`config.mk`:
```
export PLATFORM = sky130hd
export DESIGN_NAME = iw_move_unit
export DESIGN_NICKNAME = d
export VERILOG_FILES = /design/src/rtl/iw_pkg.sv /design/src/rtl/iw_k_gen.sv /design/src/rtl/iw_move_unit.sv
export SDC_FILE = /design/constraint.sdc
export NUM_CORES = 1
export LEC_CHECK = 0
export ABC_CLOCK_PERIOD_IN_PS = 2200
export CAP_MARGIN = 20
export CORE_MARGIN = 4
export CORE_UTILIZATION = 41
export DETAILED_ROUTE_END_ITERATION = 8
export PLACE_DENSITY = 0.88
export SYNTH_ARGS = -nofsm -noshare
export SYNTH_HDL_FRONTEND = slang
export SYNTH_SLANG_ARGS = --single-unit
```
`constraint.sdc`:
```
create_clock -name clock -period 2.2 [get_ports clock]
set_input_delay 0.22 -clock clock [delete_from_list [all_inputs] [get_ports clock]]
set_output_delay 0.22 -clock clock [all_outputs]
set_load 0.005 [all_outputs]
```
`src/rtl/iw_pkg.sv`:
```
// Shared constants for the wide-immediate move unit: opcodes, ALU/PC function
// codes, FSM state encoding and control-word field offsets.
package iw_pkg;

  localparam logic [8:0] OP_MOVZ = 9'h1A5;
  localparam logic [8:0] OP_MOVK = 9'h1E5;
  localparam logic [8:0] OP_MOVN = 9'h125;

  localparam logic [4:0] ALU_PASS_B = 5'b01100;
  localparam logic [4:0] ALU_AND    = 5'b01000;
  localparam logic [4:0] ALU_ORR    = 5'b01010;

  localparam logic [1:0] PC_HOLD = 2'b00;
  localparam logic [1:0] PC_INC  = 2'b01;

  typedef enum logic [1:0] {
    ST_IDLE  = 2'd0,
    ST_EXEC1 = 2'd1,
    ST_EXEC2 = 2'd2,
    ST_FAULT = 2'd3
  } state_e;

  // Bit offsets (LSB of each field) within the 33-bit control word.
  localparam int CW_BITS       = 33;
  localparam int CW_NEXT_STATE = 0;
  localparam int CW_STATUS_LD  = 2;
  localparam int CW_PC_IN_SEL  = 3;
  localparam int CW_PC_FS      = 4;
  localparam int CW_PC_DB_EN   = 6;
  localparam int CW_RAM_W      = 7;
  localparam int CW_RAM_DB_EN  = 8;
  localparam int CW_RF_W       = 9;
  localparam int CW_WA         = 10;
  localparam int CW_SB         = 15;
  localparam int CW_SA         = 20;
  localparam int CW_RF_B_DB_EN = 25;
  localparam int CW_ALU_FS     = 26;
  localparam int CW_ALU_B_SEL  = 31;
  localparam int CW_ALU_DB_EN  = 32;

endpackage

```
`src/rtl/iw_k_gen.sv`:
```
// Immediate shaper: places the move granule at hw*HW_W and builds the matching
// field mask; flags granule indices that fall outside the datapath.
module iw_k_gen
  import iw_pkg::*;
#(
  parameter int DATA_W = 64,
  parameter int HW_W   = 16
) (
  input  logic [HW_W-1:0]   imm_i,
  input  logic [1:0]        hw_i,
  output logic [DATA_W-1:0] sh_imm_o,
  output logic [DATA_W-1:0] mask_o,
  output logic              hw_ok_o
);

  localparam int unsigned NUM_HW = DATA_W / HW_W;

  logic [DATA_W-1:0] imm_ext;
  logic [DATA_W-1:0] ones_ext;
  int unsigned       shift;

  always_comb begin
    imm_ext               = '0;
    imm_ext[HW_W-1:0]     = imm_i;
    ones_ext              = '0;
    ones_ext[HW_W-1:0]    = '1;
    shift                 = 32'(hw_i) * 32'(HW_W);
    sh_imm_o              = imm_ext << shift;
    mask_o                = ones_ext << shift;
    hw_ok_o               = 32'(hw_i) < NUM_HW;
  end

endmodule

```
`src/rtl/iw_move_unit.sv`:
```
// MOVZ/MOVN/MOVK sequencer: latches one move instruction and emits the per-cycle
// control word and K constant; MOVK runs as AND ~mask followed by ORR sh_imm.
module iw_move_unit
  import iw_pkg::*;
#(
  parameter int DATA_W  = 64,
  parameter int HW_W    = 16,
  parameter int CW_W    = 33,
  parameter int EN_MOVN = 1
) (
  input  logic              clock,
  input  logic              reset_n,
  input  logic              instr_valid,
  output logic              instr_ready,
  input  logic [31:0]       I,
  output logic [CW_W-1:0]   cw,
  output logic [DATA_W-1:0] K,
  output logic              busy,
  output logic              done,
  output logic              illegal
);

  state_e state_q, state_d;
  logic [31:0] instr_q;
  logic [31:0] src;
  logic [8:0]  op;
  logic [1:0]  hw;
  logic [4:0]  rd;
  logic [DATA_W-1:0] sh_imm, mask;
  logic        hw_ok, op_ok;
  logic [CW_BITS-1:0] cw_word;

  // In IDLE the legality check looks at the incoming word; afterwards at the latch.
  assign src = (state_q == ST_IDLE) ? I : instr_q;
  assign op  = src[31:23];
  assign hw  = src[22:21];
  assign rd  = src[4:0];
  assign op_ok = (op == OP_MOVZ) || (op == OP_MOVK) || ((op == OP_MOVN) && (EN_MOVN != 0));

  iw_k_gen #(.DATA_W(DATA_W), .HW_W(HW_W)) u_k_gen (
    .imm_i    (src[5 +: HW_W]),
    .hw_i     (hw),
    .sh_imm_o (sh_imm),
    .mask_o   (mask),
    .hw_ok_o  (hw_ok)
  );

  always_ff @(posedge clock) begin
    if (!reset_n) begin
      state_q <= ST_IDLE;
      instr_q <= '0;
    end else begin
      state_q <= state_d;
      if (state_q == ST_IDLE && instr_valid) instr_q <= I;
    end
  end

  always_comb begin
    state_d = state_q;
    cw_word = '0;
    K       = '0;
    done    = 1'b0;
    illegal = 1'b0;
    case (state_q)
      ST_IDLE: begin
        if (instr_valid) state_d = (op_ok && hw_ok) ? ST_EXEC1 : ST_FAULT;
      end
      ST_EXEC1: begin
        cw_word[CW_ALU_DB_EN]       = 1'b1;
        cw_word[CW_ALU_B_SEL]       = 1'b1;
        cw_word[CW_WA +: 5]         = rd;
        cw_word[CW_RF_W]            = 1'b1;
        if (op == OP_MOVK) begin
          state_d                   = ST_EXEC2;
          K                         = ~mask;
          cw_word[CW_ALU_FS +: 5]   = ALU_AND;
          cw_word[CW_SA +: 5]       = rd;
          cw_word[CW_PC_FS +: 2]    = PC_HOLD;
        end else begin
          state_d                   = ST_IDLE;
          K                         = (op == OP_MOVN) ? ~sh_imm : sh_imm;
          cw_word[CW_ALU_FS +: 5]   = ALU_PASS_B;
          cw_word[CW_PC_FS +: 2]    = PC_INC;
          done                      = 1'b1;
        end
        cw_word[CW_NEXT_STATE +: 2] = state_d;
      end
      ST_EXEC2: begin
        state_d                     = ST_IDLE;
        K                           = sh_imm;
        cw_word[CW_ALU_DB_EN]       = 1'b1;
        cw_word[CW_ALU_B_SEL]       = 1'b1;
        cw_word[CW_ALU_FS +: 5]     = ALU_ORR;
        cw_word[CW_SA +: 5]         = rd;
        cw_word[CW_WA +: 5]         = rd;
        cw_word[CW_RF_W]            = 1'b1;
        cw_word[CW_PC_FS +: 2]      = PC_INC;
        cw_word[CW_NEXT_STATE +: 2] = state_d;
        done                        = 1'b1;
      end
      ST_FAULT: begin
        state_d = ST_IDLE;
        illegal = 1'b1;
      end
      default: state_d = ST_IDLE;
    endcase
  end

  assign cw          = CW_W'(cw_word);
  assign busy        = (state_q != ST_IDLE);
  assign instr_ready = (state_q == ST_IDLE);

endmodule
```
# Yosys cells after proc, flatten, opt, wreduce, memory -nomap -nowiden
# Cells that the tools add are included.
classes:
  eq_ne: 7
  n_shift: 2
  muxes: 19
  bitwise_logic: 2
  n_reduce_logical: 7
ops:
  columns: ["operator", "count"]
  rows:
  - ["$mux 64", 2]
  - ["$not 64->64", 2]
  - ["$pmux 64 s2", 1]
  - ["$shl 16x6->64", 1]
  - ["$shl 16x6->64 const A", 1]
  - ["$mux 32", 1]
  - ["$eq 9x9->1 const B", 3]
  - ["$pmux 7 s2", 1]
  - ["$pmux 5 s2", 1]
  - ["$mux 2", 4]
  - ["$mux 6", 1]
  - ["$pmux 2 s3", 1]
  - ["$mux 5", 1]
  - ["$eq 2x2->1 const B", 2]
  - ["$pmux 1 s2", 2]
  - ["$reduce_or 2->1", 2]
  - ["$mux 1", 3]
  - ["$mux 3", 1]
  - ["$eq 2x1->1 const B", 1]
  - ["$logic_not 2->1", 1]
  - ["$logic_or 1x1->1", 2]
  - ["$ne 2x2->1 const B", 1]
  - ["$reduce_bool 2->1", 1]
  - ["$logic_and 1x1->1", 1]
totals:
  reg_bits: 34
  output_inout_bits: 101
  elab_cells: 39

# Longest topological paths before layout
depth:
  word_depth: 8
  depth_mapped: 11

# Cells and area by module
# From an unflattened synthesis, not the netlist that was laid out.
unflattened:
  cells_unflattened: 601
  hier_area_um2: 4729.5
by_module_without_submodules:
  columns: ["module", "n_inst", "cells_each", "area_per_inst_um2"]
  rows:
  - ["iw_move_unit", 1, 457, 3607.2]
  - ["iw_k_gen", 1, 144, 1122.3]

# Worst setup path before layout
# Ideal clock, no wire load.
synth_path:
  path_type: "register to output"
  startpoint: "register state_q[0]"
  endpoint: "output port K[10]"
  arrival_ns: 2.064
  required_time_ns: 1.980
  slack_ns: -0.084
  path_stages_with_launch: 10
  cell_sequence: "dfxtp_1 -> inv_1 -> ha_1 -> buf_6 -> nor4b_4 -> a22oi_2 -> a2111oi_4 -> nand2_2 -> buf_6 -> o221ai_1"
synth_via:
  elab_chain_len: 7
  elab_cells_between_ends: 13
  cone_classes: "eq/ne (4); shift (2); mux (4); bitwise (2); reduce/logical (1)"
synth_lines:
  columns: ["element", "line_no", "rtl"]
  rows:
  - ["start: declaration", "iw_move_unit.sv:23", "state_e state_q, state_d;"]
  - ["start signal: assignment", "iw_move_unit.sv:53", "state_q <= state_d;"]
  - ["$logic_not 2->1 *", null, null]
  - ["named net instr_ready", "iw_move_unit.sv:14", "output logic instr_ready,"]
  - ["$mux 32 *", "iw_move_unit.sv:34", "assign src = (state_q == ST_IDLE) ? I : instr_q;"]
  - ["$shl 16x6->64", "iw_k_gen.sv:28", "sh_imm_o = imm_ext << shift;"]
  - ["$not 64->64", "iw_move_unit.sv:81", "K = (op == OP_MOVN) ? ~sh_imm : sh_imm;"]
  - ["$mux 64", "iw_move_unit.sv:81", null]
  - ["$mux 64", "iw_move_unit.sv:73", "if (op == OP_MOVK) begin"]
  - ["$pmux 64 s2 *", "iw_move_unit.sv:64", "case (state_q)"]
  - ["end: declaration", "iw_move_unit.sv:17", "output logic [DATA_W-1:0] K,"]
# Mark *: on every way through the listed nets, which the timed path passes. The rest lies on a longest branch.

# Worst setup path after layout
layout_path:
  startpoint: "register state_q[1]"
  endpoint: "output port K[41]"
layout_via:
  elab_chain_len: 7
  elab_cells_between_ends: 13
  cone_classes: "eq/ne (4); shift (2); mux (4); bitwise (2); reduce/logical (1)"
layout_lines:
  columns: ["element", "line_no"]
  rows:
  - ["$logic_not 2->1", "iw_move_unit.sv:34"]
  - ["$mux 32", "iw_move_unit.sv:34"]
  - ["$shl 16x6->64", "iw_k_gen.sv:28"]
  - ["$not 64->64", "iw_move_unit.sv:81"]
  - ["$mux 64", "iw_move_unit.sv:81"]
  - ["$mux 64", "iw_move_unit.sv:73"]
  - ["$pmux 64 s2 *", "iw_move_unit.sv:64"]
# Every way passes the cells marked *; elsewhere a longest branch is shown, timed or not.

==> qor.yml <==
status:
  status: "finished with violations"
  violations: "setup timing"
global_route:
  grt_pass1_vias: 4139
  track_usage_pct: 26.2
  antenna_found_initial: 0
  grt_max_degree: 38
  grt_pass1_wl_um: 21700
  grt_overflow: 0
drt:
  routed_wl_um: 15700
  dr.pass1.iters: 5
  drc: 0
  vias: 4366
  drt_iter0_markers: 489
  drtAntennaViolNets: 0
  wl_per_cell_um: 22.3
  vias_per_cell: 6.19
clock_network:
  cts_tree: "yes"
  htreeDepth: 2
  clockBufferDepth: 2
  cts_sinks: 34
  cts_hold_buf: 0
  root_buffer: "clkbuf_8"
  numCtsBuffers: 5
  clock_latency_ps: 280
  cts.clk_slew.worst_paths_ps: 70
power_and_ir_drop:
  peakVddDrop_v: 0.000371
  leakagePower_nw: 2.72
  p_total_mw: 2.57
  powerDensity_mw_per_mm2: 427
worst_setup_path:
  crit_path_max_fanout: 16
  start_kind: "flip-flop"
  cp.arrival_ps: 2520
  critPathKind: "reg2out"
  cp_cell_sequence: "inv_2 > ha_4 > nor4b_4 > a22oi_2 > buf_4 > a2111oi_4 > buf_6 > nand2_8 > o221ai_1 > clkdlybuf4s15_2"
  cp.required_ps: 1980
  cp_slowest_cell: "dfxtp_2"
  setup.worst_path.end_class: "output pin"
  slowest_delay_ps: 340
sta:
  fin_ws_ps: -537
  relSlewSlack_pct: 63.2
  fin_crit_ps: 2740
  max_freq_ghz: 0.365
  period_share_pct: 124
  setup_viol: 73
  clock_skew_ps: 2.95
  tightest_slew_ps: 552
  rsz0062_at_grt: "yes"
  fin_worst_hold_slack_ps: 473
  drv_slew: 0
  setup_tns_ps: -30010
  hold_viol_final: 0
yosys:
  seq_area_frac_synth_pct: 18.6
  syn_avg_cell_area_um2: 8.75
  synth_edf_count: 0
  synthTopCellsByArea: "mux2i_1 (20%), dfxtp_1 (19%), o221ai_1 (15%)"
  yosys_warnings: 0
  netlist_area_mm2: 0.00367
  ys_ff_latch: 34
  synth_top_area_share_pct: 19.7
  ys.flop_type: "dfxtp_1"
  netlist_instances: 419
  synth-async-reset-ratio_pct: 0
  synth_cell_type_count: 44
  yosysTopAreaCell: "mux2i_1"
cells_and_area:
  final_common_cell: "buf_4"
  final_nets: 638
  final_cells: 705
  area_delta_synth_final_pct: 64.3
  antennaDiodeCount: 0
  fillers: 597
  fin_util_pct: 69.1
  final_cell_mix: "buf_4 (71), nand2_1 (70), mux2i_1 (69)"
  drive_above_1_share_pct: 47.1
  fin_area_mm2: 0.00602
floorplan:
  num_rows: 34
  initial_core_util_pct: 42.1
  num_io_pins: 136
  floorplan.die.height_um: 103
  dieWidth_um: 103
  die-area_mm2: 0.0105
  core_mm2: 0.00872
placement:
  gp_congestion: 0.868
  place_inst: 666
  place_ws_ps: -580
  io_buffers: 120
  placed_cell_area_mm2: 0.00526
  dp_hpwl_um: 9000
hold_path:
  hold_path_class: "reg2reg"
job:
  cap_violations: 0
-- state kept, by name, indices dropped and copies added (netlist names) --
signal   cells
instr_q     32
state_q      2
-- repair_timing --
item | in CTS | in global routing
gates resized for setup | 310 | 61
pin swaps | 15 | 3
buffers inserted | 25 | 5
cloned | 3 | 1
setup endpoints to repair | 78 | 78
-- cell type report --
type	instances	area (um^2)	area share, %
inverters	7	26.3	0.436
multi-input cells	330	3120	51.7
clock buffers	6	82.6	1.37
repair buffers	220	1980	32.9
well taps	108	135	2.24
flip-flops and latches	34	683	11.3
-- critical path, delay by kind of cell, from the launching register on --
| kind | cells | cell delay (ps) |
|---|---|---|
| adder cells (fa/ha/maj) | 1 | 180 |
| AND/OR/NAND/NOR | 2 | 370 |
| AO/OA/AOI/OAI | 3 | 640 |
| buffers and inverters | 4 | 690 |
| flip-flops | 1 | 340 |
-- Yosys cell counts, types with 2 or more instances --
master	instances
or2_2	4
nor2_1	4
clkbuf_1	14
ha_1	5
mux2i_1	72
a21boi_0	32
buf_4	22
and2_1	2
inv_1	7
o221ai_1	64
xnor2_1	2
nand2_1	71
nor3b_1	2
buf_6	11
mux2i_2	13
buf_2	14
dfxtp_1	34
o21ai_0	2
nor2b_1	10
nand2_2	4
a31oi_1	4
a21oi_4	4
-- power by group --
| group | leakage [nW] | internal (mW) | total, mW | switching, mW |
|---|---|---|---|---|
| clock network | 0.0431 | 0.241 | 0.458 | 0.216 |
| registers | 0.280 | 0.662 | 0.699 | 0.0372 |
| logic | 2.40 | 0.688 | 1.42 | 0.728 |
| total | 2.72 | 1.59 | 2.57 | 0.981 |
-- final timing paths --
check | start | to | cells after the start | slack [ps]
hold reg to reg | instr_q[4] | instr_q[4] | 2 | 470
setup reg to reg | state_q[1] | state_q[1] | 9 | 180
setup / recovery | state_q[1] | K[41] | 10 | -540
hold / removal | instr_q[4] | instr_q[4] | 2 | 470
-- logic make-up (layout without fill, tap and decap cells) --
family | Yosys count | in the layout | share of synthesized area [%]
other | 1 | 15 | 0.102
and+or+nand+nor | 108 | 109 | 14.8
xor gates and xnor gates | 2 | 2 | 0.478
muxes | 85 | 85 | 24.5
AOI/OAI and AO/OA | 114 | 114 | 27.7
adders and majority gates | 5 | 5 | 1.71
buffers and inverters | 70 | 233 | 12.2
DFF | 34 | 34 | 18.6
-- metal layers --
layer / global-route usage (%) / up-vias / wire (um)
met1: 32.7 / 2020 / 5730
met3: 4.53 / 91 / 1580
li1: - / 1907 / -
met4: 11.5 / 0 / 809
met5: 0 / - / 0
met2: 44.0 / 348 / 7580
No activity file was read; power rests on OpenSTA's default activity.
